--- src/rtl/baud_tick_generator.sv ---
// Fractional baud-rate tick generator: sample, mid-bit and bit-end ticks from a loadable divisor.
// Define BAUD_FRAC_EN to build the fractional accumulator; otherwise every period is max(DivInt,1) clocks.
module baud_tick_generator #(
    parameter int CLOCK_RATE  = 50000000,
    parameter int BAUD_RATE   = 9600,
    parameter int SAMPLE_RATE = 16,
    parameter int DIV_WIDTH   = 16,
    parameter int FRAC_WIDTH  = 4
) (
    input  logic                           Clock,
    input  logic                           ClearN,
    input  logic                           Enable,
    input  logic                           Restart,
    input  logic                           DivLoad,
    input  logic [DIV_WIDTH-1:0]           DivInt,
    input  logic [FRAC_WIDTH-1:0]          DivFrac,
    output logic                           DivAck,
    output logic                           SampleTick,
    output logic                           MidBitTick,
    output logic                           BitTick,
    output logic [$clog2(SAMPLE_RATE)-1:0] SampleIndex
);

    localparam int IDX_W = $clog2(SAMPLE_RATE);
    localparam longint unsigned CLK_L = 64'(CLOCK_RATE);
    localparam longint unsigned DEN   = 64'(BAUD_RATE) * 64'(SAMPLE_RATE);
`ifdef BAUD_FRAC_EN
    localparam longint unsigned DEF_X = ((CLK_L << FRAC_WIDTH) + DEN / 2) / DEN;
    localparam logic [DIV_WIDTH-1:0] DEF_INT = DIV_WIDTH'(DEF_X >> FRAC_WIDTH);
    localparam logic [FRAC_WIDTH-1:0] DEF_FRAC = FRAC_WIDTH'(DEF_X);
`else
    localparam logic [DIV_WIDTH-1:0] DEF_INT = DIV_WIDTH'((CLK_L + DEN / 2) / DEN);
`endif
    localparam logic [DIV_WIDTH:0] ONE = (DIV_WIDTH+1)'(1);
    localparam logic [IDX_W-1:0] LAST_IDX = IDX_W'(SAMPLE_RATE - 1);
    localparam logic [IDX_W-1:0] MID_IDX  = IDX_W'(SAMPLE_RATE / 2 - 1);

    logic [DIV_WIDTH-1:0] div_int, pend_int, new_int;
    logic                 pend_valid;
    logic [DIV_WIDTH:0]   cnt, period;
    logic [IDX_W-1:0]     idx;
    logic                 carry, run, tick, apply;

`ifdef BAUD_FRAC_EN
    logic [FRAC_WIDTH-1:0] div_frac, pend_frac, new_frac, acc;
    logic [FRAC_WIDTH:0]   acc_sum;
    assign acc_sum  = {1'b0, acc} + {1'b0, div_frac};
    assign new_frac = DivLoad ? DivFrac : pend_frac;
`else
    logic unused_frac;
    assign unused_frac = ^DivFrac;
    assign carry       = 1'b0;
`endif

    // Divisor handshake: DivLoad is a one-cycle request that is always accepted
    // (latest value wins); DivAck pulses in the cycle the new divisor becomes active.
    assign run     = ClearN & Enable & ~Restart;
    assign period  = ((div_int == '0) ? ONE : {1'b0, div_int}) + (DIV_WIDTH+1)'(carry);
    assign tick    = run & (cnt >= period - ONE);
    assign new_int = DivLoad ? DivInt : pend_int;
    assign apply   = ClearN & (DivLoad | pend_valid) & (tick | ~Enable | Restart);

    assign SampleTick  = tick;
    assign BitTick     = tick & (idx == LAST_IDX);
    assign MidBitTick  = tick & (idx == MID_IDX);
    assign DivAck      = apply;
    assign SampleIndex = idx;

    always_ff @(posedge Clock or negedge ClearN) begin
        if (!ClearN) begin
            div_int    <= DEF_INT;
            pend_int   <= '0;
            pend_valid <= 1'b0;
            cnt        <= '0;
            idx        <= '0;
`ifdef BAUD_FRAC_EN
            div_frac   <= DEF_FRAC;
            pend_frac  <= '0;
            acc        <= '0;
            carry      <= 1'b0;
`endif
        end else begin
            if (apply) begin
                div_int    <= new_int;
                pend_valid <= 1'b0;
`ifdef BAUD_FRAC_EN
                div_frac   <= new_frac;
`endif
            end else if (DivLoad) begin
                pend_int   <= DivInt;
                pend_valid <= 1'b1;
`ifdef BAUD_FRAC_EN
                pend_frac  <= DivFrac;
`endif
            end

            if (Restart) begin
                cnt <= '0;
                idx <= '0;
`ifdef BAUD_FRAC_EN
                acc   <= '0;
                carry <= 1'b0;
`endif
            end else if (Enable) begin
                if (tick) begin
                    cnt <= '0;
                    idx <= (idx == LAST_IDX) ? '0 : idx + IDX_W'(1);
`ifdef BAUD_FRAC_EN
                    // Carry out of the accumulator stretches the next period by one clock.
                    acc   <= acc_sum[FRAC_WIDTH-1:0];
                    carry <= acc_sum[FRAC_WIDTH];
`endif
                end else begin
                    cnt <= cnt + ONE;
                end
            end
        end
    end

endmodule

--- config.mk ---
export PLATFORM = sky130hd
export DESIGN_NAME = baud_tick_generator
export DESIGN_NICKNAME = d
export VERILOG_FILES = /design/src/rtl/baud_tick_generator.sv
export SDC_FILE = /design/constraint.sdc
export NUM_CORES = 1
export LEC_CHECK = 0
export CORE_MARGIN = 4
export CORE_UTILIZATION = 55
export CTS_CLUSTER_DIAMETER = 100
export DETAILED_ROUTE_END_ITERATION = 10
export HOLD_SLACK_MARGIN = 0.08
export MAX_ROUTING_LAYER = met4
export PLACE_DENSITY = 0.78
export SLEW_MARGIN = 5
export SYNTH_ARGS = -nofsm -noshare
export SYNTH_HDL_FRONTEND = slang
export SYNTH_SLANG_ARGS = --single-unit
--- constraint.sdc ---
create_clock -name Clock -period 10.7 [get_ports Clock]
set_input_delay 2.675 -clock Clock [delete_from_list [all_inputs] [get_ports Clock]]
set_output_delay 2.675 -clock Clock [all_outputs]
set_load 0.05 [all_outputs]
==> Yosys cells after proc, flatten, opt, wreduce, memory -nomap -nowiden <==
Index checks and enable logic that the tools add are counted.
{ "totals": {"out_inout_bits": 8, "elab_cells": 39, "ff_bits": 54, "in_bits": 25} }
{ "classes": {"muxes": 11, "n_reduce_logical": 5, "magnitude_cmp": 1, "n_eq_ne": 2, "n_addsub": 3, "n_bitwise": 12} }
{ "ops": {"columns": ["cell", "n"], "rows": [
  ["$mux W17", 3],
  ["$mux W16", 2],
  ["$add A17 B1 Y17 const B", 1],
  ["$ge A17 B17 Y1", 1],
  ["$sub A16 B1 Y17 const B", 1],
  ["$logic_not A16 Y1", 1],
  ["$mux W4", 4],
  ["$and A1 B1 Y1", 7],
  ["$reduce_bool A2 Y1", 3],
  ["$add A4 B1 Y4 const B", 1],
  ["$eq A4 B3 Y1 const B", 1],
  ["$eq A4 B4 Y1 const B", 1],
  ["$or A1 B1 Y1", 3],
  ["$mux W1", 2],
  ["$not A1 Y1", 2],
  ["$reduce_and A2 Y1", 1]
]} }

==> Logic depth before layout (Yosys ltp) <==
Gate-level depths: netlist (run 1).
{ "depth": {"ltp_word": 9, "depth_mapped": 19, "mapped_depth_nobuf": 17} }

==> Least setup slack after synthesis (run 1) <==
OpenSTA, ideal clock, no wires.
{ "synth_timing": {"path_kind": "flip-flop to output port", "startpoint": "register div_int[7]", "endpoint": "output MidBitTick", "t_arrival_ns": 4.960, "stages_incl_launch_ff": 18, "path_slack_ns": 3.065, "path_buffers": 1, "t_required_ns": 8.025, "path_cell_list": "dfrtp_1 or4_1 nor3_1 nor4b_1 nor2_1 ha_1 nand3b_1 or3_1 nor3_1 xnor2_1 ha_1 nand2_1 o21ai_0 or3b_2 o221a_2 buf_2 or3_1 nor3_1"} }
{ "synth_between": {"elab_chain_len": 6} }
{ "synth_lines": {"columns": ["element", "line", "source"], "rows": [
  ["start: declaration", "38", "logic [DIV_WIDTH-1:0] div_int, pend_int, new_int;"],
  ["start signal: assignment", "84", "div_int <= new_int;"],
  ["$logic_not A16 Y1", "58", "assign period = ((div_int == '0) ? ONE : {1'b0, div_int}) + (DIV_WIDTH+1)'(carry);"],
  ["$mux W16 *", "58", null],
  ["$sub A16 B1 Y17 *", "59", "assign tick = run & (cnt >= period - ONE);"],
  ["$ge A17 B17 Y1 *", "59", null],
  ["$and A1 B1 Y1 *", "59", null],
  ["$and A1 B1 Y1 *", "65", "assign MidBitTick = tick & (idx == MID_IDX);"],
  ["end: declaration", "19", "output logic MidBitTick,"]
]} }
Mark *: on every way between the ends. The rest lies on a longest branch, timed or not.

==> Final worst setup path (run 1) <==
Ends and elaborated chain as after synthesis.

==> metrics.txt, run 1 <==
Gate Count Post-Synth=323; Final #Nets=391; Area Overhead vs Synth=12.57%; worst path buffer plus inverter count=1; complex-gate fraction of the synthesized area=0.1700; number of global-route vias before repair=2567; Layout Utilization=0.6515; initial core utilization=0.5788; Seq/Total Area, Yosys=0.4179; fmax=117.1 MHz; clock buffer count from CTS=5; Crit Reg-Reg Startpoint=div_int[7]$_DFFE_PN0P_; sequential fraction of design power=0.549; Remaining DRCs=0; post-synth cell types=55; worst slack at placement=2.498 ns; Worst VDD drop=108.3 uV; largest net degree at the start of global routing=58; first-pass GRT wire length=11950 um; Max transition margin=0.2936; crit path capture=MidBitTick; cell depth of the worst flop-to-flop path=17; GPL Wtd Cong=0.8566; Clock Skews=0.006713 ns; tightest hold margin=0.5141 ns; IO Count=33; setup ws final=2.163 ns; Die X=84.82 um; crit path time final=8.537 ns; Yosys warning total=0; WP data required=8.03 ns; Post-synth EDFFs=0; Sw Ratio=0.2937; endpoint class of the critical path=primary output; hpwl dp=4788 um; GRT Overall Usage=0.2057; Hold Buf Count CTS=0; CTS H-tree depth=2; drt initial violations=130; adder-cell share of the synthesized area=0.07710; critical path launch point type=flop; DR pass1 iterations=4; cell count along the critical path=18; Final ANT Viol Nets=0; delay of the slowest critical-path stage=0.82 ns; Synth Register Bits=54; P_int=0.0003211 W; status=completed; initial antenna violation count=0; largest family of logic cells by synthesized area=simple AND/OR/NAND/NOR gates; Final TNS setup=0 ns; worst reg2reg endpoint=pend_int[9]$_DFFE_PN0N_; endpoints failing hold=0; DRT Wirelength=6765 um; delay-heaviest family, CP=simple AND/OR/NAND/NOR gates; WL per Instance=16.15 um; row count=27; worst skew pair latency=0.31 ns; HP Class=reg2reg; crit path DAT=5.86 ns; fraction of synthesized area in multiplexers=0.06207; post-CTS setup buffers=0; clock input transition at the sequential cells of the worst setup and hold paths=0.10 ns; crit-path cells=or4_1 -> nor3_1 -> nor4b_1 -> nor2_1 -> ha_1 -> nand3b_1 -> or3_1 -> nor2_1 -> nand2_1 -> xor2_1 -> ha_1 -> nand4_2 -> nor4_2 -> nand2_1 -> o221a_2 -> or3_1 -> nor3_1 -> clkdlybuf4s50_1; max-cap violation count=0; Comb power frac=0.190; Resized Gates After CTS=0; XOR/XNOR Fraction of Synth Area=0.02699; CP max stage cell=clkdlybuf4s50_1; CTS Sinks=54; Antenna diodes=0; Die ar.=7194 um2; leak pwr=1.448 nW; CP Max Fanout=28; Root Driver=clkbuf_8; Setup violations, final=0; RSZ-0062 raised after global routing=false; port buffer count=28; Synth Flop Type=dfrtp_1; Clock Power Share=0.261; synthesized area=3246 um2; syn_nets=368; gr ovfl total=0; Die Y-Extent=84.82 um; synthesized area per cell=10.05 um2; Synth Area in Simple Gates=0.2078; crit path launch=div_int[7]$_DFFE_PN0P_; CTS tree=yes; crit path kind=reg2out; PwrDens=124.4 nW/um2; Switching Power=0.0001335 W; DR vias/cell=6.241; R2R Setup Slk=5.40 ns; vias=2615; layout cells sized above 1=0.1383; ys async rst share=1.000; Core ar.=5608 um2; CTS Buffer Depth=2; Slew Limit Fails=0; final worst path period share=0.7979; Worst-Margin Slew=1.056 ns
## layout make-up
class                           instances  area [um2]
Clock buffer                            5       68.82
Clock inverter                          3       26.28
Fill cell                             493        1954
Inverter                               13       48.80
Multi-Input combinational cell        241        1765
Sequential cell                        54        1356
Tap cell                               72       90.09
Timing Repair Buffer                   31       297.8
## layer usage
metal,global-route usage,routed length (um)
met1,0.2621,3156
met2,0.3402,3300
met3,0.03398,207
met4,0.05755,101
met5,-,0
## state kept, by name (all words and copies together), names as in the netlist
| name | count |
|---|---|
| cnt | 17 |
| pend_valid | 1 |
| pend_int | 16 |
| SampleIndex | 4 |
| div_int | 16 |
## how the worst min path moves through the flow
stage / cells after the start / slack (ns) / start / to
floorplan: 1 / 0.48 / pend_int[15]$_DFFE_PN0N_ / pend_int[15]$_DFFE_PN0N_
global placement: 1 / 0.49 / pend_int[11]$_DFFE_PN0N_ / pend_int[11]$_DFFE_PN0N_
detailed placement: 1 / 0.50 / pend_int[6]$_DFFE_PN0N_ / pend_int[6]$_DFFE_PN0N_
CTS: 1 / 0.52 / SampleIndex[2]$_DFFE_PN0P_ / SampleIndex[2]$_DFFE_PN0P_
global route: 1 / 0.55 / pend_int[8]$_DFFE_PN0N_ / pend_int[8]$_DFFE_PN0N_
finish: 1 / 0.51 / pend_int[14]$_DFFE_PN0N_ / pend_int[14]$_DFFE_PN0N_
## power by group through the flow
stage               sequential [W]  combinational (W)  clock, W
floorplan                 0.000247          0.0000624         0
global placement          0.000252          0.0000831         0
detailed placement        0.000253          0.0000870         0
CTS                       0.000249          0.0000877  0.000123
global route              0.000253          0.0000981  0.000130
finish                    0.000250          0.0000862  0.000119
## layout by cell type, fill, tap and decap left out, drive strengths merged, types with 9 or more instances in the layout
cell           synthesis  layout
nand4                 10      10
a31oi                  9       9
ha                    20      20
nand3                 13      13
nor2                  21      21
dfrtp                 50      50
nor3                  10      10
a21oi                 11      11
clkdlybuf4s50          0      27
or3                   18      18
mux2                  17      17
nand2                 25      25
inv                   13      13
o221a                 16      16
## cells in the mapped netlist, types with 2 or more instances
library cell	count	area (um2)
nand2b_1	4	25.02
a21oi_1	10	50.05
o2bb2ai_1	4	35.03
o21ai_0	7	35.03
a31oi_1	9	56.30
o41ai_1	2	17.52
nand3_1	13	65.06
buf_1	2	7.510
buf_2	3	15.01
nand3b_1	2	15.01
nor4_1	2	12.51
nor3_1	9	45.04
inv_1	13	48.80
o311ai_0	5	43.79
nand4_1	9	56.30
and2_1	2	12.51
nand4b_1	2	17.52
or2_2	2	12.51
or4_1	3	22.52
xnor2_1	5	43.79
dfstp_2	4	105.1
ha_1	20	250.2
buf_6	2	22.52
dfrtp_1	50	1251
clkbuf_1	8	30.03
nor2_1	21	78.83
nor2b_1	3	18.77
o221a_1	10	112.6
or3_1	18	112.6
mux2_2	17	191.4
o221a_2	6	67.56
and3_1	4	25.02
xor2_1	5	43.79
a22o_1	2	17.52
nand2_1	25	93.84
## stage by stage
| stage | cell area (um2) | total power (W) | instances |
|---|---|---|---|
| floorplan | 3246 | 0.0003094 | 323 |
| global placement | 3558 | 0.0003349 | 411 |
| detailed placement | 3558 | 0.0003402 | 411 |
| CTS | 3654 | 0.0004603 | 419 |
| global route | 3654 | 0.0004818 | 419 |
| finish | 3654 | 0.0004546 | 419 |
## cell families (layout without fill, tap and decap cells)
kind of cell,Yosys count,count (layout)
simple gates,125,125
compound gates,68,68
flops,54,54
buf+inv,28,52
fa+ha+maj,20,20
mux,18,18
xor+xnor,10,10
No activity file was read; power rests on OpenSTA's default activity.
==> run 2, diff against run 1 <==
CORE_UTILIZATION = 52   (was 55)
PLACE_DENSITY = 0.77   (was 0.78)
clock period = 7.4 ns   (was 10.7 ns; I/O delays follow)
==> metrics.txt, run 2 (synthesized netlist as in run 1, its figures left out) <==
Max transition margin=0.3127; Final ANT Viol Nets=0; hpwl dp=4851 um; Root Driver=clkbuf_8; placed cell count=415; Die ar.=7570 um2; worst reg2reg endpoint=pend_int[15]$_DFFE_PN0N_; worst skew pair latency=0.31 ns; row count=28; Antenna diodes=0; crit path time final=6.984 ns; crit path capture=SampleTick; sequential fraction of design power=0.544; Switching Power=0.0001910 W; Die Y-Extent=87.01 um; Final TNS setup=0 ns; max-cap violation count=0; DRT Wirelength=6680 um; Clock Power Share=0.270; endpoint class of the critical path=primary output; commonest non-fill, non-tap cells in the layout=50 x dfrtp_1, 25 x nand2_1, 23 x clkdlybuf4s50_1; Comb power frac=0.187; CTS Buffer Depth=2; P_int=0.0004727 W; IO Count=33; vias=2564; endpoints failing hold=0; final worst path period share=0.9438; initial core utilization=0.5418; CTS Sinks=54; crit path kind=reg2out; Crit Reg-Reg Startpoint=div_int[7]$_DFFE_PN0P_; Setup violations, final=0; CTS tree=yes; Slew Limit Fails=0; leak pwr=1.460 nW; post-CTS setup buffers=0; DR vias/cell=6.061; top flop regs=cnt x17, div_int x16, pend_int x16; DR pass1 iterations=4; drt initial violations=76; gr ovfl total=0; Die X=87.01 um; WL per Instance=15.79 um; Sw Ratio=0.2878; Layout Utilization=0.6111; initial antenna violation count=0; largest net degree at the start of global routing=57; PwrDens=181.3 nW/um2; Final #Nets=392; CTS H-tree depth=2; RSZ-0062 raised after global routing=false; WP data required=5.55 ns; Worst-Margin Slew=1.027 ns; GPL Wtd Cong=0.8668; HP Class=reg2reg; largest reg by FF count=cnt; Core ar.=5991 um2; CP Max Fanout=27; R2R Setup Slk=2.17 ns; most common cell after layout, fill and taps aside=dfrtp_1; Worst VDD drop=147.3 uV; GRT Overall Usage=0.1990; crit path DAT=5.13 ns; cell depth of the worst flop-to-flop path=17; Remaining DRCs=0; first-pass GRT wire length=11810 um; crit path launch=div_int[7]$_DFFE_PN0P_; Area Overhead vs Synth=12.80%; number of global-route vias before repair=2602; status=completed; critical path launch point type=flop; clock input transition at the sequential cells of the worst setup and hold paths=0.10 ns; fmax=143.2 MHz; Non-Filler Instances=423; Clock Skews=0.01075 ns; layout cells sized above 1=0.1523; port buffer count=28; max reg flops=17; clock buffer count from CTS=5
run 2: area by class of cell:
class,instances,area [um2]
repair buffers,32,291.5
fillers,534,2330
clock inverters,2,16.27
multi-input cells,241,1772
clock buffers,6,82.58
well taps,75,93.84
flip-flops and latches,54,1356
inverters,13,48.80
run 2: worst max-delay path, stage by stage (launching register included):
cell	delay [ns]
dfrtp_1	0.46
or4_1	0.60
nor3_1	0.29
nor4b_2	0.35
nor2_1	0.11
ha_1	0.24
nand3b_1	0.11
or3_1	0.19
nor3_1	0.08
xnor2_1	0.13
ha_1	0.32
nand2_1	0.05
o21ai_0	0.34
or3b_2	0.48
o221a_2	0.15
buf_4	0.22
nor2_1	0.14
dlygate4sd2_1	0.55
run 2: what timing repair did:
action | 4_1_cts | 5_1_grt
endpoints found under the hold margin | 0 | 0
hold buffers | 0 | 0
resized for setup | 3 | 6
setup endpoints to repair | 3 | 4
run 2: metrics by stage:
| stage | hold WS [ns] | total power [W] | worst slack, ns | cell area (um2) |
|---|---|---|---|---|
| global route | 0.5384 | 0.0007061 | 0.02280 | 3661 |
| global placement | 0.4904 | 0.0004837 | 0.3284 | 3567 |
| detailed placement | 0.4965 | 0.0004913 | 0.2350 | 3567 |
| floorplan | 0.4815 | 0.0004473 | 0.5900 | 3246 |
| finish | 0.5145 | 0.0006636 | 0.4157 | 3661 |
| CTS | 0.5168 | 0.0006697 | 0.1608 | 3662 |
run 2: worst min-delay path by stage:
| stage | start | endpoint | cells after the start |
|---|---|---|---|
| floorplan | pend_int[15]$_DFFE_PN0N_ | pend_int[15]$_DFFE_PN0N_ | 1 |
| global placement | pend_int[4]$_DFFE_PN0N_ | pend_int[4]$_DFFE_PN0N_ | 1 |
| detailed placement | pend_int[0]$_DFFE_PN0N_ | pend_int[0]$_DFFE_PN0N_ | 1 |
| CTS | SampleIndex[2]$_DFFE_PN0P_ | SampleIndex[2]$_DFFE_PN0P_ | 1 |
| global route | pend_int[9]$_DFFE_PN0N_ | pend_int[9]$_DFFE_PN0N_ | 1 |
| finish | SampleIndex[2]$_DFFE_PN0P_ | SampleIndex[2]$_DFFE_PN0P_ | 1 |
run 2: power groups by stage:
stage / registers [W] / clock network (W) / logic (W)
global route: 0.000367 / 0.000198 / 0.000142
detailed placement: 0.000366 / 0 / 0.000125
floorplan: 0.000357 / 0 / 0.0000902
CTS: 0.000360 / 0.000184 / 0.000126
finish: 0.000361 / 0.000179 / 0.000124
global placement: 0.000364 / 0 / 0.000120
run 2: routing by layer:
metal,global-route usage,vias up,share of wire
met5,-,-,0
met3,0.03311,8,0.037
met2,0.3402,45,0.50
met1,0.2482,1235,0.46
met4,0.04249,0,0.0085
li1,-,1276,-
